==> config.mk <==
export PLATFORM = sky130hd
export DESIGN_NAME = regfile
export DESIGN_NICKNAME = d
export VERILOG_FILES = /design/src/rtl/regfile_pkg.sv /design/src/rtl/regfile_rdport.sv /design/src/rtl/regfile.sv
export SDC_FILE = /design/constraint.sdc
export NUM_CORES = 2
export LEC_CHECK = 0
export BUFFER_PORTS_ARGS = -buffer_cell sky130_fd_sc_hd__buf_2
export CORE_MARGIN = 8
export CORE_UTILIZATION = 48
export CTS_CLUSTER_DIAMETER = 30
export DETAILED_ROUTE_END_ITERATION = 16
export SLEW_MARGIN = 30
export SYNTH_ARGS = -nofsm -noshare
export SYNTH_HDL_FRONTEND = slang
export SYNTH_SLANG_ARGS = --single-unit
==> constraint.sdc <==
create_clock -name clk -period 4.05 [get_ports clk]
set_input_delay 0.81 -clock clk [delete_from_list [all_inputs] [get_ports clk]]
set_output_delay 0.81 -clock clk [all_outputs]
set_load 0.05 [all_outputs]
==> src/rtl/regfile_pkg.sv <==
// Shared constants for the general-purpose register file of the five-stage core.
// Widths mirror the core-wide register address and data bus definitions.
package regfile_pkg;

  localparam int REGADDRBUS = 5;
  localparam int REGBUS     = 32;
  localparam int REGNUM     = 32;

  localparam logic [REGBUS-1:0]     ZEROWORD   = '0;
  localparam logic [REGADDRBUS-1:0] NOPREGADDR = '0;

  localparam logic WRITEENABLE = 1'b1;
  localparam logic READENABLE  = 1'b1;

  // This block's reset is active-low regardless of the core-wide reset level.
  localparam logic RST_ACTIVE = 1'b0;

endpackage

==> src/rtl/regfile_rdport.sv <==
// One combinational read port: reset, enable, zero-register and same-cycle
// write-back bypass are resolved here in priority order.
module regfile_rdport
  import regfile_pkg::*;
#(
  parameter int ADDR_W = REGADDRBUS,
  parameter int DATA_W = REGBUS
) (
  input  logic              i_rst_n,
  input  logic              i_re,
  input  logic [ADDR_W-1:0] i_raddr,
  input  logic              i_we,
  input  logic [ADDR_W-1:0] i_waddr,
  input  logic [DATA_W-1:0] i_wdata,
  input  logic [DATA_W-1:0] i_rword,
  output logic [DATA_W-1:0] o_rdata
);

  // Bypass compares the full index so ID sees the value retiring this cycle.
  always_comb begin
    o_rdata = i_rword;
    if (i_rst_n == RST_ACTIVE) begin
      o_rdata = ZEROWORD;
    end else if (i_re != READENABLE) begin
      o_rdata = ZEROWORD;
    end else if (i_raddr == NOPREGADDR) begin
      o_rdata = ZEROWORD;
    end else if (i_we == WRITEENABLE && i_waddr == i_raddr) begin
      o_rdata = i_wdata;
    end
  end

endmodule

==> src/rtl/regfile.sv <==
// Register file terminating the MEM/WB write-back bus: one write per cycle,
// two ID operand read ports and an always-enabled debug read port.
module regfile
  import regfile_pkg::*;
#(
  parameter int ADDR_W  = REGADDRBUS,
  parameter int DATA_W  = REGBUS,
  parameter int REG_NUM = REGNUM
) (
  input  logic              clk,
  input  logic              rst_n,
  input  logic              i_we,
  input  logic [ADDR_W-1:0] i_waddr,
  input  logic [DATA_W-1:0] i_wdata,
  input  logic              i_re1,
  input  logic [ADDR_W-1:0] i_raddr1,
  output logic [DATA_W-1:0] o_rdata1,
  input  logic              i_re2,
  input  logic [ADDR_W-1:0] i_raddr2,
  output logic [DATA_W-1:0] o_rdata2,
  input  logic [ADDR_W-1:0] i_dbg_addr,
  output logic [DATA_W-1:0] o_dbg_data
);

  logic [DATA_W-1:0] r_regs [REG_NUM];
  logic              w_wr_commit;

  // Register 0 is never written, so it stays at its reset value of zero.
  assign w_wr_commit = (i_we == WRITEENABLE) && (i_waddr != NOPREGADDR);

  always_ff @(posedge clk or negedge rst_n) begin
    if (!rst_n) begin
      for (int i = 0; i < REG_NUM; i++) begin
        r_regs[i] <= ZEROWORD;
      end
    end else if (w_wr_commit) begin
      r_regs[i_waddr] <= i_wdata;
    end
  end

  regfile_rdport #(.ADDR_W(ADDR_W), .DATA_W(DATA_W)) u_rdport1 (
    .i_rst_n (rst_n),
    .i_re    (i_re1),
    .i_raddr (i_raddr1),
    .i_we    (i_we),
    .i_waddr (i_waddr),
    .i_wdata (i_wdata),
    .i_rword (r_regs[i_raddr1]),
    .o_rdata (o_rdata1)
  );

  regfile_rdport #(.ADDR_W(ADDR_W), .DATA_W(DATA_W)) u_rdport2 (
    .i_rst_n (rst_n),
    .i_re    (i_re2),
    .i_raddr (i_raddr2),
    .i_we    (i_we),
    .i_waddr (i_waddr),
    .i_wdata (i_wdata),
    .i_rword (r_regs[i_raddr2]),
    .o_rdata (o_rdata2)
  );

  regfile_rdport #(.ADDR_W(ADDR_W), .DATA_W(DATA_W)) u_rdport_dbg (
    .i_rst_n (rst_n),
    .i_re    (1'b1),
    .i_raddr (i_dbg_addr),
    .i_we    (i_we),
    .i_waddr (i_waddr),
    .i_wdata (i_wdata),
    .i_rword (r_regs[i_dbg_addr]),
    .o_rdata (o_dbg_data)
  );

endmodule

### Yosys cells after proc, flatten, opt, wreduce, memory -nomap -nowiden

Index checks and enable logic that the tools add are counted.

* bits in registers: 1024
* input port bits: 57
* output and inout bits: 96
* logic and storage cells: 76

* $lt $le $gt $ge: 5
* equality and inequality tests: 3
* multiplexer cells: 23
* bitwise operators: 4
* reductions and logical operators: 9

Operator list (number)
* $bwmux 1024: 1
* $mux 32: 18
* $bmux 32 s5: 3
* $demux 32 s5: 1
* $ge 6x6->1 const B: 4
* $not 5->6: 4
* $eq 5x5->1: 3
* $logic_not 5->1: 3
* $lt 6x1->1 const B: 1
* $logic_and 1x1->1: 5
* $reduce_bool 5->1: 1

### Logic depth before layout (Yosys ltp)

* depth in word-level cells: 8
* depth in mapped cells: 10
* mapped depth without buffers: 5

### Hierarchy

From an unflattened synthesis, not the netlist that was laid out.

* cells, all modules: 6138
* area total of the unflattened synthesis: 66343.6 um^2

Modules (own cells, without submodules)
* regfile: times used 1, cells each 5769, area an instance 64249.1 um^2, sequential area each 25624.6 um^2
* regfile_rdport: times used 3, cells each 123, area an instance 698.2 um^2, sequential area each 0.0 um^2

### Least setup slack after synthesis

OpenSTA, ideal clock, no wires.

* path kind: input-to-output
* from: input port i_raddr2[3]
* to: output port o_rdata2[15]
* arrival time: 2935 ps
* path slack: 305 ps
* cell stages on the path: 8
* path buffers: 4
* path through: buf_2 and2_1 clkbuf_1 nor2b_1 clkbuf_1 clkbuf_1 a22oi_1 a41oi_1

* word-level cells in the longest chain between the ends: 8
* elaborated cells on any way between the ends: 11

Ends and longest elaborated chain
* start: declaration: line regfile.sv:19 `input logic [ADDR_W-1:0] i_raddr2,`
* $not 5->6 (not written as such): line regfile.sv:59 `.i_rword (r_regs[i_raddr2]),`
* $bmux 32 s5: line regfile.sv:59
* $mux 32 (not written as such) (2 in series): line regfile.sv:59
* $mux 32: line regfile_rdport.sv:28 `end else if (i_we == WRITEENABLE && i_waddr == i_raddr) begin`
* $mux 32 (*): line regfile_rdport.sv:26 `end else if (i_raddr == NOPREGADDR) begin`
* $mux 32 (*): line regfile_rdport.sv:24 `end else if (i_re != READENABLE) begin`
* $mux 32 (*): line regfile_rdport.sv:22 `if (i_rst_n == RST_ACTIVE) begin`
* end: declaration: line regfile.sv:20 `output logic [DATA_W-1:0] o_rdata2,`

Mark *: on every way between the ends. The rest lies on a longest branch, timed or not. The select of a mux whose other input is x is not followed.

### Worst setup path after layout

* from: input port i_raddr2[0]
* to: output port o_rdata2[16]

Same word-level chain as after synthesis.

==> impl_metrics.yaml <==
floorplanning:
  io_pins: 153
  die_area_um2: 147000
  die-width_um: 383
  core-area_um2: 134000
  start_util_pct: 48.4
  die_y_um: 383
  num_rows: 134
routing:
  drtAntennaViolNets: 0
  vias: 49638
  drt_iter0_markers: 6033
  post_drt_wl_per_cell_um: 35.4
  via_per_inst: 7.02
  finalWirelength_mm: 251
  drt_pass1_iterations: 8
  drc_errors: 0
sta:
  worst-slew-pin-transition_ns: 1.11
  fin_crit_ns: 4.02
  tns_ns: 0
  slew_headroom_pct: 26.0
  finalCritPeriodShare_pct: 99.2
  fin_ws_ns: 0.0322
  finClkSkew_ns: 0
  fmax_mhz: 249
  finalHoldViolations: 0
  rsz0062_at_grt: "false"
  finalSetupViolCount: 0
  slew_viol_final: 0
final_layout:
  layout-drive-gt1-share_pct: 48.6
  layout_common_cells: "dfrtp_1, mux2_2, mux2i_1, mux4_2, buf_4"
  syn_to_final_growth_pct: 23.5
  fill_cells: 10345
  final_nets: 5147
  final_common_cell: "dfrtp_1"
  max_flop_register: "r_regs"
  largest_reg_flops: 1024
  largestRegisters: "r_regs x1024"
  final_cells: 7067
placed_design:
  dp_hpwl_mm: 159
  post-place-cells: 6573
  place_congestion: 0.918
  pre_cts_slack_ns: 0.101
  io_buffers: 152
hold_path:
  hold_path.class: "input port to async pin"
grt:
  grt-ovfl-total: 0
  grt_pass1_wl_mm: 359
  grt_util_all_layers_pct: 33.4
  grt_max_degree: 168
  grt_pass1_vias: 49409
  antenna_found_initial: 23
worst_setup_path:
  worst_path_most_repeated_cell: "buf_12"
  crit_chain: "buf_8, buf_12, mux4_2, nor2b_1, a211oi_1, or3_1, a41oi_1, buf_12"
  crit_path_end_kind: "primary output"
  critPathBufInv: 3
  path_delay_family: "buffers and inverters"
  r2r_cells: 1
  cp_slowest_cell: "mux4_2"
  cp.required_ns: 3.24
  cp-start-kind: "input port"
  cp_data_arrival_time_ns: 3.21
  critPathMaxStageDelay_ns: 0.53
  crit_path_max_fanout: 32
  crit_type: "input port to primary output"
  cp.depth: 8
clock_network:
  cts_root_buf: "clkbuf_16"
  post_cts_buffers: 0
  cts_tree: "built"
  h-tree-depth: 5
  clockBufferDepth: 4
  clkSinkCount: 1024
  clk_latency_ns: 0.87
  cts-buffers-inserted: 278
  cts.clk_slew.worst_paths_ns: 0.04
logic_synthesis:
  syn_inst: 4836
  ys_seq_elements: 1024
  ys.flop_type: "dfrtp_1"
  synth-async-reset-ratio_pct: 100
  synth_cell_types: 47
  syn_nets: 4893
  yosys_warnings: 0
  yosysSeqAreaShare_pct: 39.6
  syn_avg_cell_area_um2: 13.4
  synth_area_um2: 64700
  synth_edf_count: 0
flow_run:
  cap_viol_max_count: 0
pwr:
  leakage_nw: 34.8
  ir_drop_uv: 399
  power_mw: 44.9
  cellPowerDensity_nw_per_um2: 561
status:
  run_status: "completed"
-- what timing repair did --
item                      CTS  global route
hold endpoints to repair    2             0
hold buffers                1             0
gates resized for setup     0             0
-- cell type report --
class | count | area [µm²] | area share (%)
multi-input combinational | 3237 | 36400 | 45.5
antenna | 19 | 47.5 | 0.0595
clock buffer | 346 | 7680 | 9.61
clock inverter | 124 | 1680 | 2.10
timing repair buffer | 549 | 6290 | 7.87
tap | 1768 | 2210 | 2.77
sequential | 1024 | 25600 | 32.1
-- report_power, final --
group          switching, mW  internal [mW]  leakage, nW  total (mW)
Clock                   6.55           15.5         4.54        22.1
Combinational           3.80           4.77         17.1        8.57
Sequential              1.99           12.2         13.1        14.2
Total                   12.3           32.5         34.8        44.9
-- cell families after synthesis --
family / synth area share [%]
mux: 44.7
flops: 39.6
compound gates: 7.66
buf+inv: 4.76
simple gates: 3.05
xor+xnor: 0.203
-- synthesized netlist by cell type, types with 5 or more instances --
library cell | instances | share of area, %
dfrtp_1 | 1024 | 40
mux2_2 | 1007 | 18
mux2i_1 | 677 | 10
mux4_2 | 475 | 17
clkbuf_1 | 272 | 1.6
a22oi_1 | 154 | 1.8
o22ai_1 | 142 | 1.4
buf_2 | 129 | 1.0
nor2b_1 | 99 | 0.96
nand2_1 | 87 | 0.50
nor3_1 | 85 | 0.66
o21ai_0 | 72 | 0.56
a211oi_1 | 70 | 0.81
buf_1 | 64 | 0.37
o221ai_1 | 53 | 0.72
a21oi_1 | 51 | 0.39
buf_6 | 51 | 0.89
nand3_1 | 48 | 0.37
buf_4 | 44 | 0.51
o221a_1 | 34 | 0.59
a41oi_1 | 32 | 0.43
o221a_2 | 26 | 0.45
a211o_1 | 23 | 0.31
nor2_1 | 21 | 0.12
xor2_1 | 12 | 0.16
buf_12 | 9 | 0.28
or3_1 | 9 | 0.087
a22o_1 | 8 | 0.11
a31oi_1 | 8 | 0.077
nand2b_1 | 7 | 0.068
buf_8 | 6 | 0.14
mux4_1 | 5 | 0.20
-- worst paths after layout --
| check | start | endpoint | slack, ns |
|---|---|---|---|
| max | i_raddr2[0] | o_rdata2[16] | 0.03 |
| min | rst_n | r_regs[283]$_DFFE_PN0P_ | 0.14 |
| max reg2reg | r_regs[706]$_DFFE_PN0P_ | r_regs[706]$_DFFE_PN0P_ | 3.22 |
| min reg2reg | r_regs[1017]$_DFFE_PN0P_ | r_regs[1017]$_DFFE_PN0P_ | 0.42 |
| max in group asynchronous | rst_n | r_regs[614]$_DFFE_PN0P_ | 1.66 |
| min in group clk | i_wdata[3] | r_regs[707]$_DFFE_PN0P_ | 0.31 |
-- metrics by stage --
stage          hold slack, ns  cell area [µm²]  utilization, %
6_report                0.140            79900            59.8
2_1_floorplan           0.455            64700               -
4_1_cts                 0.117            79800            59.7
3_5_place_dp            0.402            70400            52.7
5_1_grt                 0.143            79900            59.8
3_3_place_gp            0.392            70400            52.7
-- layer usage --
layer / GRT usage, % / up-vias / share of wire (%)
met1: 45.3 / 26056 / 40
met3: 8.68 / 823 / 10
li1: - / 19645 / -
met2: 49.3 / 3110 / 44
met4: 17.5 / 4 / 5.8
met5: 0 / - / 0.0080
Power figures use the tool's default switching activity.
